[config.mk]
export PLATFORM = sky130hd
export DESIGN_NAME = alu_sequencer
export DESIGN_NICKNAME = d
export VERILOG_FILES = /design/src/rtl/alu_sequencer.sv
export SDC_FILE = /design/constraint.sdc
export NUM_CORES = 1
export LEC_CHECK = 0
export ABC_AREA = 0
export ABC_CLOCK_PERIOD_IN_PS = 3850
export BUFFER_PORTS_ARGS = -buffer_cell sky130_fd_sc_hd__buf_2
export CORE_AREA = 2 2 125 127
export CTS_CLUSTER_DIAMETER = 40
export DETAILED_ROUTE_END_ITERATION = 10
export DIE_AREA = 0 0 127 129
export PLACE_DENSITY = 0.65
export SYNTH_ARGS = -nofsm -noshare
export SYNTH_HDL_FRONTEND = slang
export SYNTH_SLANG_ARGS = --single-unit
[constraint.sdc]
create_clock -name clk -period 3.85 [get_ports clk]
set_clock_uncertainty 0.15 [all_clocks]
set_input_delay 0.5775 -clock clk [delete_from_list [all_inputs] [get_ports clk]]
set_output_delay 0.5775 -clock clk [all_outputs]
set_load 0.01 [all_outputs]
[src/rtl/alu_sequencer.sv]
// Four-state instruction sequencer that masters a 32 x 16 register file:
// latch instruction, read operands, execute, write back.
module alu_sequencer #(
   parameter int DATA_W = 16,
   parameter int ADDR_W = 5
) (
   input  logic              clk,
   input  logic              rst,
   input  logic              instrValid,
   output logic              instrReady,
   input  logic [2:0]        opcode,
   input  logic [ADDR_W-1:0] dstAddr,
   input  logic [ADDR_W-1:0] srcAddrA,
   input  logic [ADDR_W-1:0] srcAddrB,
   input  logic [DATA_W-1:0] imm,
   output logic [ADDR_W-1:0] readAddrA,
   output logic [ADDR_W-1:0] readAddrB,
   input  logic [DATA_W-1:0] readDataA,
   input  logic [DATA_W-1:0] readDataB,
   output logic              writeEnable,
   output logic [ADDR_W-1:0] writeAddr,
   output logic [DATA_W-1:0] writeData,
   output logic              carryFlag,
   output logic              zeroFlag,
   output logic              done
);

   typedef enum logic [1:0] {IDLE, READ, EXEC, WRITE} state_t;

   localparam logic [2:0] OP_ADD  = 3'b000;
   localparam logic [2:0] OP_SUB  = 3'b001;
   localparam logic [2:0] OP_AND  = 3'b010;
   localparam logic [2:0] OP_OR   = 3'b011;
   localparam logic [2:0] OP_XOR  = 3'b100;
   localparam logic [2:0] OP_ADDI = 3'b101;
   localparam logic [2:0] OP_LI   = 3'b110;
   localparam logic [2:0] OP_SLT  = 3'b111;

   state_t              state_q, state_d;
   logic [2:0]          opcode_q, opcode_d;
   logic [ADDR_W-1:0]   dst_q, dst_d;
   logic [ADDR_W-1:0]   src_a_q, src_a_d;
   logic [ADDR_W-1:0]   src_b_q, src_b_d;
   logic [DATA_W-1:0]   imm_q, imm_d;
   logic [DATA_W-1:0]   op_a_q, op_a_d;
   logic [DATA_W-1:0]   op_b_q, op_b_d;
   logic [ADDR_W-1:0]   wr_addr_q, wr_addr_d;
   logic [DATA_W-1:0]   result_q, result_d;
   logic                carry_q, carry_d;
   logic                zero_q, zero_d;

   logic [DATA_W:0]     sum;
   logic [DATA_W-1:0]   alu_res;
   logic                alu_carry;

   always_comb begin
      sum       = '0;
      alu_res   = '0;
      alu_carry = 1'b0;
      case (opcode_q)
         OP_ADD: begin
            sum       = {1'b0, op_a_q} + {1'b0, op_b_q};
            alu_res   = sum[DATA_W-1:0];
            alu_carry = sum[DATA_W];
         end
         OP_SUB: begin
            alu_res   = op_a_q - op_b_q;
            alu_carry = (op_a_q < op_b_q);
         end
         OP_AND:  alu_res = op_a_q & op_b_q;
         OP_OR:   alu_res = op_a_q | op_b_q;
         OP_XOR:  alu_res = op_a_q ^ op_b_q;
         OP_ADDI: begin
            sum       = {1'b0, op_a_q} + {1'b0, imm_q};
            alu_res   = sum[DATA_W-1:0];
            alu_carry = sum[DATA_W];
         end
         OP_LI:   alu_res = imm_q;
         OP_SLT:  alu_res = {{(DATA_W-1){1'b0}}, ($signed(op_a_q) < $signed(op_b_q))};
         default: alu_res = '0;
      endcase
   end

   always_comb begin
      state_d   = state_q;
      opcode_d  = opcode_q;
      dst_d     = dst_q;
      src_a_d   = src_a_q;
      src_b_d   = src_b_q;
      imm_d     = imm_q;
      op_a_d    = op_a_q;
      op_b_d    = op_b_q;
      wr_addr_d = wr_addr_q;
      result_d  = result_q;
      carry_d   = carry_q;
      zero_d    = zero_q;
      case (state_q)
         IDLE: if (instrValid) begin
            opcode_d = opcode;
            dst_d    = dstAddr;
            src_a_d  = srcAddrA;
            src_b_d  = srcAddrB;
            imm_d    = imm;
            state_d  = READ;
         end
         READ: begin
            op_a_d  = readDataA;
            op_b_d  = readDataB;
            state_d = EXEC;
         end
         EXEC: begin
            // Write port address/data are held separately so they stay stable
            // after a new instruction overwrites dst_q.
            result_d  = alu_res;
            carry_d   = alu_carry;
            zero_d    = (alu_res == '0);
            wr_addr_d = dst_q;
            state_d   = WRITE;
         end
         WRITE:   state_d = IDLE;
         default: state_d = IDLE;
      endcase
   end

   always_ff @(posedge clk) begin
      if (rst) begin
         state_q   <= IDLE;
         opcode_q  <= '0;
         dst_q     <= '0;
         src_a_q   <= '0;
         src_b_q   <= '0;
         imm_q     <= '0;
         op_a_q    <= '0;
         op_b_q    <= '0;
         wr_addr_q <= '0;
         result_q  <= '0;
         carry_q   <= 1'b0;
         zero_q    <= 1'b0;
      end else begin
         state_q   <= state_d;
         opcode_q  <= opcode_d;
         dst_q     <= dst_d;
         src_a_q   <= src_a_d;
         src_b_q   <= src_b_d;
         imm_q     <= imm_d;
         op_a_q    <= op_a_d;
         op_b_q    <= op_b_d;
         wr_addr_q <= wr_addr_d;
         result_q  <= result_d;
         carry_q   <= carry_d;
         zero_q    <= zero_d;
      end
   end

   // Gated by rst so a reset landing in WRITE kills the write immediately.
   assign instrReady  = (state_q == IDLE)  && !rst;
   assign writeEnable = (state_q == WRITE) && !rst;
   assign done        = writeEnable;
   assign readAddrA   = src_a_q;
   assign readAddrB   = src_b_q;
   assign writeAddr   = wr_addr_q;
   assign writeData   = result_q;
   assign carryFlag   = carry_q;
   assign zeroFlag    = zero_q;

endmodule

==> impl_results.md <==
* Outcome: complete, no violations
* Internal reg-to-reg setup slack at 0.32 ns
* Worst-path cell chain: inv_1, ha_1, nor2_1, o221ai_1, a31o_2, or3_1, a21oi_1, a21oi_1, nor2_1, mux2_2, a211oi_1, a211oi_1
* Post-CTS Setup Bufs at 0
* Netlist cell types at 73
* RSZ-0062 raised after global routing: no
* Reg2reg path depth at 12
* Layout area overhead at 14.33%
* Critical path's slowest cell: dfxtp_1
* Crit Reg-Reg Startpoint: op_a_q[1]
* Max Clk Rate at 0.2829 GHz
* Area of the mapped netlist at 6673 sq um
* Clock Pin Slew Worst Setup and Hold Paths at 0.07 ns
* Cts repair resizes at 0
* Global-route wire length before repair at 29,680 um
* Vias in the first global route at 5,556
* Worst-Skew Late Latency at 0.36 ns
* Area of the multi-input gates at 4390 sq um
* Die area at 16,380 sq um
* Warnings, synthesis at 0
* Leakage power at 3.273 nW
* Rows at 45
* Fill count at 1,497
* Post-route DRC at 0
* CP Capture Type: flop
* Mapped Cells at 836
* Initial antenna violation count at 0
* Buf+Inv Stages, Crit Path at 1
* Total Routing Usage GR at 0.2293
* Final net count at 1,059
* Clk Tree Root Cell: clkbuf_16
* Post-synth net total at 977
* Port Buffers at 104
* Detailed placer's ending HPWL at 14,000 um
* N_diodes at 0
* Asr flop ratio synth at 0
* Clock buffer depth at 2
* Crit path max-delay family: compound AO/OA/AOI/OAI gates
* Final period util at 0.9181
* Critical Path RT at 3.92 ns
* Vias/cell at 5.481
* CTS tree: built
* Critical path origin: op_a_q[1]
* CP peak stage delay at 0.41 ns
* Post-Route WL at 18,680 um
* Min-delay worst type: in2reg
* Min cycle time layout at 3.535 ns
* Grt ovf at 0
* Initial drt markers at 411
* Wirelength per Cell at 16.81 um
* Initial core utilization at 0.4455
* Startpoint Class: flop
* Pin count of the biggest net entering global routing at 49
* Hold_buf cts at 0
* Yosys reg bits at 91
* Setup TNS at 0 ns
* Worst EP arrival at 3.61 ns
* Final Setup Violations at 0
* Max_cap viols at 0
* CTS Buf Count at 9
* Peak supply drop at 0.3988 mV
* Post-synth EDFFs at 0
* Cell Pwr Density at 644.9 nW/um^2
* Register area at 1822 sq um
* Hold depth at 3
* Hold Path End: readAddrA[3]
* Seq/Total Area, Yosys at 0.2730
* GP Congestion at 0.9670
* Syn Area/Cell at 7.982 sq um
* Slew margin rel. at 0.2681
* Fin. Hold Viols at 0
* Die Span Y at 129 um
* Die W at 127 um
* CTS Sinks at 91
* Post-layout util at 0.5094
* Top FF cell, synth: dfxtp_1
* Worst r2r dst: writeData[15]
* Post-route ant nets at 0
* Layout cells sized above 1 at 0.1733
* Worst Tran Pin Value at 1.098 ns
* Slew Viols, Final at 0
* Drt pass-1 iters at 5
* Io pins at 105
* Total number of vias at 6,089
* H-tree levels at 3
* Worst-path maximum fanout at 5
* CP Class: reg2reg
* Core box area at 14,980 sq um
* Worst hold path startpoint: srcAddrA[3]
## per-layer routing
layer,part of all wire,GRT usage,vias to the layer above
li1,-,-,3093
met1,0.47,0.3128,2794
met2,0.46,0.3650,174
met3,0.052,0.05031,28
met4,0.018,0.06917,0
met5,0,0,-
## registers in the layout, summed over array words and instances, names as in the netlist
name	count
opcode_q	3
state_q	2
zeroFlag	1
imm_q	16
writeAddr	5
op_a_q	16
carryFlag	1
writeData	16
op_b_q	16
readAddrA	5
readAddrB	5
dst_q	5
## how the worst max path moves through the flow
stage	slack, ns	endpoint	cells after the start
2_1_floorplan	0.79	zeroFlag	12
3_3_place_gp	0.48	writeData[15]	12
3_5_place_dp	0.35	writeData[15]	12
4_1_cts	0.33	zeroFlag	12
5_1_grt	0.08	writeData[15]	12
6_report	0.32	writeData[15]	12
## metrics by stage
stage	total power, mW	setup WS (ns)	cells	hold WS, ns	area, sq um
after floorplan	3.307	0.7906	836	0.2860	6673
after global routing	5.290	0.08185	1111	0.2926	7629
after global placement	3.972	0.4794	1095	0.2905	7316
after CTS	4.926	0.3255	1111	0.2889	7629
final	4.920	0.3153	1111	0.2946	7629
after detailed placement	3.976	0.3468	1095	0.2943	7316
## placed cells by master (no fill, tap or decap), types with 14 or more instances in the layout
cell type / n
buf_2: 104
nand2_1: 102
nor2_1: 98
dfxtp_1: 91
a21oi_1: 70
ha_1: 68
mux2i_1: 58
inv_1: 53
o21ai_0: 26
a211oi_1: 23
xnor2_1: 20
buf_4: 19
nor2b_1: 14
## cell type report
class                      count  share of cell area
multi-input combinational    639              0.5755
tap                          188             0.03083
timing repair buffer         123             0.08693
clock buffer                   9             0.02952
sequential                    91              0.2388
clock inverter                 7             0.01148
inverter                      54             0.02690
## worst register-to-register path: stages, from the launching register on
cell	delay (ns)
dfxtp_1	0.41
inv_1	0.16
ha_1	0.38
nor2_1	0.17
o221ai_1	0.19
a31o_2	0.30
or3_1	0.33
a21oi_1	0.21
a21oi_1	0.11
nor2_1	0.10
mux2_2	0.35
a211oi_1	0.39
a211oi_1	0.15
## cells in the mapped netlist, types with 6 or more instances
cell / instances / share of area
nand2_1: 102 / 0.057
nor2_1: 98 / 0.055
dfxtp_1: 91 / 0.27
a21oi_1: 70 / 0.053
ha_1: 69 / 0.13
mux2i_1: 58 / 0.087
inv_1: 53 / 0.030
o21ai_0: 26 / 0.020
a211oi_1: 23 / 0.026
clkbuf_1: 22 / 0.012
xnor2_1: 20 / 0.026
buf_2: 14 / 0.011
nor2b_1: 14 / 0.013
a21o_1: 11 / 0.012
nor3_1: 11 / 0.0083
o22ai_1: 11 / 0.010
buf_1: 9 / 0.0051
o21ai_1: 8 / 0.0060
a31oi_1: 6 / 0.0056
o221ai_1: 6 / 0.0079
xor2_1: 6 / 0.0079
## where the power goes
part | switching, mW | internal [mW] | total [mW] | leakage [nW]
Clock | 0.419 | 0.520 | 0.939 | 0.155
Combinational | 1.56 | 1.10 | 2.66 | 2.37
Sequential | 0.182 | 1.14 | 1.32 | 0.744
Total | 2.16 | 2.76 | 4.92 | 3.27
## kinds of logic after synthesis
| logic type | after synthesis | share of synthesized area |
|---|---|---|
| DFF | 91 | 0.2730 |
| adders and majority gates | 72 | 0.1384 |
| muxes | 60 | 0.09038 |
| xor gates and xnor gates | 26 | 0.03413 |
| and+or+nand+nor | 272 | 0.1860 |
| AOI/OAI and AO/OA | 209 | 0.2087 |
| buffers and inverters | 106 | 0.06938 |
(Power assumes the default switching activity.)
